**src/rtl/accel_host_seq_pkg.sv**
```systemverilog
// Shared types and helpers for the accelerator host-side sequencer.
package accel_host_seq_pkg;

  // Sequencer states, walked in order for a normal command.
  typedef enum logic [2:0] {
    IDLE      = 3'd0,
    LOAD      = 3'd1,
    START     = 3'd2,
    WAIT_DONE = 3'd3,
    READ_REQ  = 3'd4,
    READ_CAP  = 3'd5,
    OUT       = 3'd6,
    RESP      = 3'd7
  } host_seq_state_t;

  // Completion codes reported with rsp_valid.
  typedef enum logic [1:0] {
    RSP_OK      = 2'b00,
    RSP_LEN     = 2'b01,
    RSP_TIMEOUT = 2'b10
  } host_seq_err_t;

  localparam int unsigned OUT_BYTES_W = 6;
  localparam int unsigned OUT_WORDS_W = 5;

  // Number of 32-bit result words needed to cover a byte count (rounded up).
  function automatic logic [OUT_WORDS_W-1:0] bytes_to_words(input logic [OUT_BYTES_W-1:0] nbytes);
    logic [OUT_BYTES_W:0] sum_s;
    sum_s = {1'b0, nbytes} + 7'd3;
    return sum_s[OUT_BYTES_W:2];
  endfunction

endpackage

```
**src/rtl/accel_host_seq.sv**
```systemverilog
// Hardware host sequencer for accel_wrapper: loads input words into the
// accelerator memory, runs the start/done handshake, then streams results out.
module accel_host_seq
  import accel_host_seq_pkg::*;
#(
  parameter int MEM_ADDR_WIDTH = 32,
  parameter int MEM_DATA_WIDTH = 32,
  parameter int MEM_DEPTH      = 16,
  parameter int TIMEOUT_CYCLES = 1024
) (
  input  logic                             clk,
  input  logic                             rst_n,
  input  logic                             cmd_valid,
  output logic                             cmd_ready,
  input  logic [$clog2(MEM_DEPTH+1)-1:0]   cmd_in_words,
  input  logic [5:0]                       cmd_out_bytes,
  input  logic                             in_valid,
  output logic                             in_ready,
  input  logic [MEM_DATA_WIDTH-1:0]        in_data,
  output logic                             start,
  input  logic                             done,
  output logic [5:0]                       output_length_byte,
  output logic                             mem_en,
  output logic [MEM_ADDR_WIDTH-1:0]        mem_addr,
  output logic                             mem_we,
  output logic [MEM_DATA_WIDTH/8-1:0]      mem_be,
  output logic [MEM_DATA_WIDTH-1:0]        mem_wdata,
  input  logic [MEM_DATA_WIDTH-1:0]        mem_rdata,
  output logic                             out_valid,
  input  logic                             out_ready,
  output logic [MEM_DATA_WIDTH-1:0]        out_data,
  output logic                             out_last,
  output logic                             rsp_valid,
  output logic [1:0]                       rsp_err,
  output logic                             busy
);

  localparam int IW = $clog2(MEM_DEPTH + 1);
  localparam int TW = $clog2(TIMEOUT_CYCLES + 1);
  localparam int BW = MEM_DATA_WIDTH / 8;

  host_seq_state_t             state_r;
  host_seq_err_t               rsp_err_r;
  logic [IW-1:0]               in_words_r;
  logic [IW-1:0]               wr_idx_r;
  logic [OUT_WORDS_W-1:0]      out_words_r;
  logic [OUT_WORDS_W-1:0]      rd_idx_r;
  logic [TW-1:0]               tcnt_r;
  logic [OUT_BYTES_W-1:0]      out_len_r;
  logic                        start_r;
  logic                        mem_en_r;
  logic                        mem_we_r;
  logic [MEM_ADDR_WIDTH-1:0]   mem_addr_r;
  logic [MEM_DATA_WIDTH-1:0]   mem_wdata_r;
  logic [BW-1:0]               mem_be_r;
  logic                        out_valid_r;
  logic                        out_last_r;
  logic [MEM_DATA_WIDTH-1:0]   out_data_r;
  logic                        rsp_valid_r;

  // Handshake readiness and busy are decoded straight from the state.
  assign cmd_ready = (state_r == IDLE);
  assign in_ready  = (state_r == LOAD);
  assign busy      = (state_r != IDLE);

  assign start              = start_r;
  assign output_length_byte = out_len_r;
  assign mem_en             = mem_en_r;
  assign mem_addr           = mem_addr_r;
  assign mem_we             = mem_we_r;
  assign mem_be             = mem_be_r;
  assign mem_wdata          = mem_wdata_r;
  assign out_valid          = out_valid_r;
  assign out_data           = out_data_r;
  assign out_last           = out_last_r;
  assign rsp_valid          = rsp_valid_r;
  assign rsp_err            = rsp_err_r;

  // Sequencer FSM; every externally visible control is registered here and
  // rsp_valid is raised on the edge that enters RESP so it is high during RESP.
  always_ff @(posedge clk or negedge rst_n) begin
    if (!rst_n) begin
      state_r     <= IDLE;
      rsp_err_r   <= RSP_OK;
      in_words_r  <= {IW{1'b0}};
      wr_idx_r    <= {IW{1'b0}};
      out_words_r <= {OUT_WORDS_W{1'b0}};
      rd_idx_r    <= {OUT_WORDS_W{1'b0}};
      tcnt_r      <= {TW{1'b0}};
      out_len_r   <= {OUT_BYTES_W{1'b0}};
      start_r     <= 1'b0;
      mem_en_r    <= 1'b0;
      mem_we_r    <= 1'b0;
      mem_addr_r  <= {MEM_ADDR_WIDTH{1'b0}};
      mem_wdata_r <= {MEM_DATA_WIDTH{1'b0}};
      mem_be_r    <= {BW{1'b1}};
      out_valid_r <= 1'b0;
      out_last_r  <= 1'b0;
      out_data_r  <= {MEM_DATA_WIDTH{1'b0}};
      rsp_valid_r <= 1'b0;
    end else begin
      mem_be_r <= {BW{1'b1}};
      case (state_r)
        IDLE: begin
          rsp_valid_r <= 1'b0;
          if (cmd_valid) begin
            in_words_r  <= cmd_in_words;
            out_len_r   <= cmd_out_bytes;
            out_words_r <= bytes_to_words(cmd_out_bytes);
            if (cmd_in_words > IW'(MEM_DEPTH)) begin
              rsp_valid_r <= 1'b1;
              rsp_err_r   <= RSP_LEN;
              state_r     <= RESP;
            end else if (cmd_in_words == IW'(0)) begin
              state_r <= START;
            end else begin
              state_r <= LOAD;
            end
          end else begin
            state_r <= IDLE;
          end
        end
        LOAD: begin
          if (in_valid) begin
            mem_en_r    <= 1'b1;
            mem_we_r    <= 1'b1;
            mem_addr_r  <= MEM_ADDR_WIDTH'(wr_idx_r);
            mem_wdata_r <= in_data;
            wr_idx_r    <= wr_idx_r + IW'(1);
            if (wr_idx_r == in_words_r - IW'(1)) begin
              state_r <= START;
            end else begin
              state_r <= LOAD;
            end
          end else begin
            mem_en_r <= 1'b0;
            mem_we_r <= 1'b0;
            state_r  <= LOAD;
          end
        end
        START: begin
          mem_en_r <= 1'b0;
          mem_we_r <= 1'b0;
          start_r  <= 1'b1;
          tcnt_r   <= {TW{1'b0}};
          state_r  <= WAIT_DONE;
        end
        WAIT_DONE: begin
          if (done) begin
            start_r <= 1'b0;
            if (out_words_r == 5'd0) begin
              rsp_valid_r <= 1'b1;
              rsp_err_r   <= RSP_OK;
              state_r     <= RESP;
            end else begin
              mem_en_r   <= 1'b1;
              mem_we_r   <= 1'b0;
              mem_addr_r <= MEM_ADDR_WIDTH'(rd_idx_r);
              state_r    <= READ_REQ;
            end
          end else if (tcnt_r == TW'(TIMEOUT_CYCLES - 1)) begin
            start_r     <= 1'b0;
            rsp_valid_r <= 1'b1;
            rsp_err_r   <= RSP_TIMEOUT;
            state_r     <= RESP;
          end else begin
            tcnt_r  <= tcnt_r + TW'(1);
            state_r <= WAIT_DONE;
          end
        end
        READ_REQ: begin
          mem_en_r <= 1'b0;
          state_r  <= READ_CAP;
        end
        READ_CAP: begin
          out_data_r  <= mem_rdata;
          out_valid_r <= 1'b1;
          out_last_r  <= (rd_idx_r == out_words_r - 5'd1);
          state_r     <= OUT;
        end
        OUT: begin
          if (out_ready) begin
            out_valid_r <= 1'b0;
            out_last_r  <= 1'b0;
            if (out_last_r) begin
              rsp_valid_r <= 1'b1;
              rsp_err_r   <= RSP_OK;
              state_r     <= RESP;
            end else begin
              rd_idx_r   <= rd_idx_r + 5'd1;
              mem_en_r   <= 1'b1;
              mem_we_r   <= 1'b0;
              mem_addr_r <= MEM_ADDR_WIDTH'(rd_idx_r + 5'd1);
              state_r    <= READ_REQ;
            end
          end else begin
            state_r <= OUT;
          end
        end
        RESP: begin
          rsp_valid_r <= 1'b0;
          wr_idx_r    <= {IW{1'b0}};
          rd_idx_r    <= {OUT_WORDS_W{1'b0}};
          tcnt_r      <= {TW{1'b0}};
          state_r     <= IDLE;
        end
        default: begin
          start_r     <= 1'b0;
          mem_en_r    <= 1'b0;
          mem_we_r    <= 1'b0;
          out_valid_r <= 1'b0;
          rsp_valid_r <= 1'b0;
          state_r     <= IDLE;
        end
      endcase
    end
  end

endmodule
```
**config.mk**
```make
export PLATFORM = sky130hd
export DESIGN_NAME = accel_host_seq
export DESIGN_NICKNAME = d
export VERILOG_FILES = /design/src/rtl/accel_host_seq_pkg.sv /design/src/rtl/accel_host_seq.sv
export SDC_FILE = /design/constraint.sdc
export NUM_CORES = 1
export LEC_CHECK = 0
export CORE_ASPECT_RATIO = 1.75
export CORE_MARGIN = 2
export CORE_UTILIZATION = 51
export CTS_BUF_LIST = sky130_fd_sc_hd__clkbuf_8
export CTS_CLUSTER_SIZE = 8
export DETAILED_ROUTE_END_ITERATION = 10
export MAX_ROUTING_LAYER = met4
export PLACE_DENSITY = 0.91
export SLEW_MARGIN = 20
export SYNTH_ARGS = -nofsm -noshare
export SYNTH_HDL_FRONTEND = slang
export SYNTH_SLANG_ARGS = --single-unit
export TNS_END_PERCENT = 20
```
**constraint.sdc**
```tcl
create_clock -name clk -period 4.1 [get_ports clk]
set_clock_uncertainty 0.1 [all_clocks]
set_input_delay 0.82 -clock clk [delete_from_list [all_inputs] [get_ports clk]]
set_output_delay 0.82 -clock clk [all_outputs]
set_load 0.02 [all_outputs]
```
==> impl_metrics.tcl <==
set metrics [dict create \
    status "finished clean" \
    dpl_cell_area_um2 7530 \
    cts_buffers 17 \
    r2r_start "state_r[2]$_DFF_PN0_" \
    route.top_layer_used "met4" \
    cts_sinks 118 \
    place_inst 811 \
    drt_iter0_markers 380 \
    hold_path.class "register to register" \
    worstMarginPinSlew_ns 0.953 \
    synthTopCellsByCount "118 x dfrtp_1, 65 x mux2_2, 58 x nand2_1" \
    cts_max_path_buffers 2 \
    yosysTopAreaCellShare 0.501 \
    cp-end-kind "output port" \
    cts_htree_levels 4 \
    setup_viol 0 \
    synth_top_cell_by_area "dfrtp_1" \
    synth.distinct_cells 63 \
    hold_start "output_length_byte[2]$_DFFE_PN0P_" \
    synth_area_leaders "dfrtp_1 50%, mux2_2 12%, buf_4 3.9%" \
    yosysWarnings 0 \
    grt.overflow.total 0 \
    insertion_delay_ns 0.43 \
    cts_setup_buffers 0 \
    fin_crit_sh 0.767 \
    fin_tns_setup_ns 0 \
    track_usage 0.249 \
    fmax_mhz 318 \
    seq_area_frac_synth 0.501 \
    synth_most_common_cell "dfrtp_1" \
    wl_um 14700 \
    ys_seq_elements 118 \
    crit_fanout 28 \
    hold_violations 0 \
    grt_pass1_vias 4839 \
    drive_above_1_share 0.157 \
    avgSynthCellArea_um2 11.0 \
    die_w_um 85.3 \
    setup_slack_ns 0.955 \
    ant_nets 0 \
    required_ns 3.18 \
    cts-resized-gates 0 \
    crit_arrival_ns 2.23 \
    grt_pass1_wl_um 23800 \
    critical_path_class "register to output port" \
    wl_met1_um 5340 \
    finalPower_mw 6.31 \
    core_um2 11500 \
    synthArstFlopShare 1.00 \
    fin_area_um2 7940 \
    drt_first_pass_iters 5 \
    synthToLayoutAreaGrowth_pct 34.7 \
    ys.flop_type "dfrtp_1" \
    final_cells 842 \
    wl_met2_um 8110 \
    cap_violations 0 \
    clk_pin_slew_ns 0.07 \
    hpwl_um 10800 \
    nNetsFinal 784 \
    via_per_inst 5.63 \
    startpoint "state_r[2]$_DFF_PN0_" \
    initial_utilization 0.515 \
    antenna_found_initial 0 \
    grt_max_degree 76 \
    power.density_nw_per_um2 795 \
    grt_setup_unrepaired "false" \
    p_leak_nw 3.42 \
    post_drt_wl_per_cell_um 17.5 \
    gp_congestion 0.874 \
    netlist_area_um2 5900 \
    slew_violations 0 \
    synth_edf_count 0 \
    met3WireLength_um 734 \
    die-height_um 146 \
    period_minus_slack_ns 3.15 \
    vias 4744 \
    drc 0 \
    io_buffers 167 \
    clockRootBuffer "clkbuf_8" \
    netlist_instances 535 \
    cts_hold_buf 0 \
    preCtsSetupSlack_ns 1.16 \
    maxSlewHeadroom 0.364 \
    final_core_util 0.693 \
    design.die.area_um2 12500 \
    startpoint_type "register" \
    vdd_drop_max_v 0.000566 \
    io_pins 198 \
    insertedDiodeCount 0 \
    rows 52 \
    cts_tree "done" \
    holdWs_ns 0.374 \
]
[cells in the final DEF, fill, tap and decap left out, types with 5 or more instances in the layout]
cell,instances
clkdlybuf4s50_1,166
dfrtp_1,118
mux2_2,65
nand2_1,58
conb_1,30
o21ai_0,21
clkbuf_8,20
inv_1,19
a21oi_1,16
nor2_1,13
nor3_1,12
xor2_1,11
nand2b_1,9
nand3_1,9
xnor2_1,8
nand4_1,8
ha_1,8
or4_1,6
o31ai_1,6
a21o_1,6
o211ai_1,6
buf_4,5
[worst paths after layout]
check | end | slack [ns] | cells past startpoint
setup / recovery | busy | 0.95 | 3
hold / removal | output_length_byte[2]$_DFFE_PN0P_ | 0.37 | 2
setup reg to reg | out_last$_DFFE_PN0P_ | 1.33 | 5
hold reg to reg | output_length_byte[2]$_DFFE_PN0P_ | 0.37 | 2
max in group asynchronous | wr_idx_r[2]$_DFFE_PN0P_ | 2.68 | 2
min in group asynchronous | out_data[25]$_DFFE_PN0P_ | 0.44 | 1
[sequential cells by signal, indices dropped and copies added (netlist names), 2 cells and up]
signal	cells
mem_wdata	32
output_length_byte	6
tcnt_r	11
in_words_r	5
out_words_r	5
out_data	32
mem_addr	6
wr_idx_r	5
rd_idx_r	5
state_r	3
rsp_err	2
[report_power, final]
group / switching [mW] / total [mW] / internal [mW]
logic: 1.57 / 3.09 / 1.53
registers: 0.444 / 2.12 / 1.67
clock network: 0.459 / 1.10 / 0.637
[metal layers]
metal | global-route usage | vias up
li1 | - | 2158
met1 | 0.268 | 2316
met2 | 0.435 | 223
met3 | 0.0480 | 47
met4 | 0.116 | 0
met5 | - | -
[critical path, cell delays in order (launching register included)]
cell             delay [ns]
dfrtp_1                0.91
nor3_2                 0.12
inv_1                  0.13
clkdlybuf4s50_1        0.63
[logic make-up after synthesis]
| group | after synthesis | synth area share |
|---|---|---|
| multiplexers | 73 | 0.139 |
| adder cells (fa/ha/maj) | 8 | 0.0170 |
| flip-flops | 118 | 0.501 |
| AO/OA/AOI/OAI | 88 | 0.102 |
| other | 2 | 0.00127 |
| AND/OR/NAND/NOR | 152 | 0.141 |
| XOR/XNOR | 19 | 0.0282 |
| buffers and inverters | 75 | 0.0711 |
[layout make-up]
class                           count  area (µm²)
Sequential cell                   118        2950
Timing Repair Buffer              172        1720
Clock inverter                     11         134
Tap cell                          135         169
Multi-Input combinational cell    370        2630
Inverter                           16        60.1
Clock buffer                       20         275
Fill cell                         812        3510
Power figures use the tool's default switching activity.
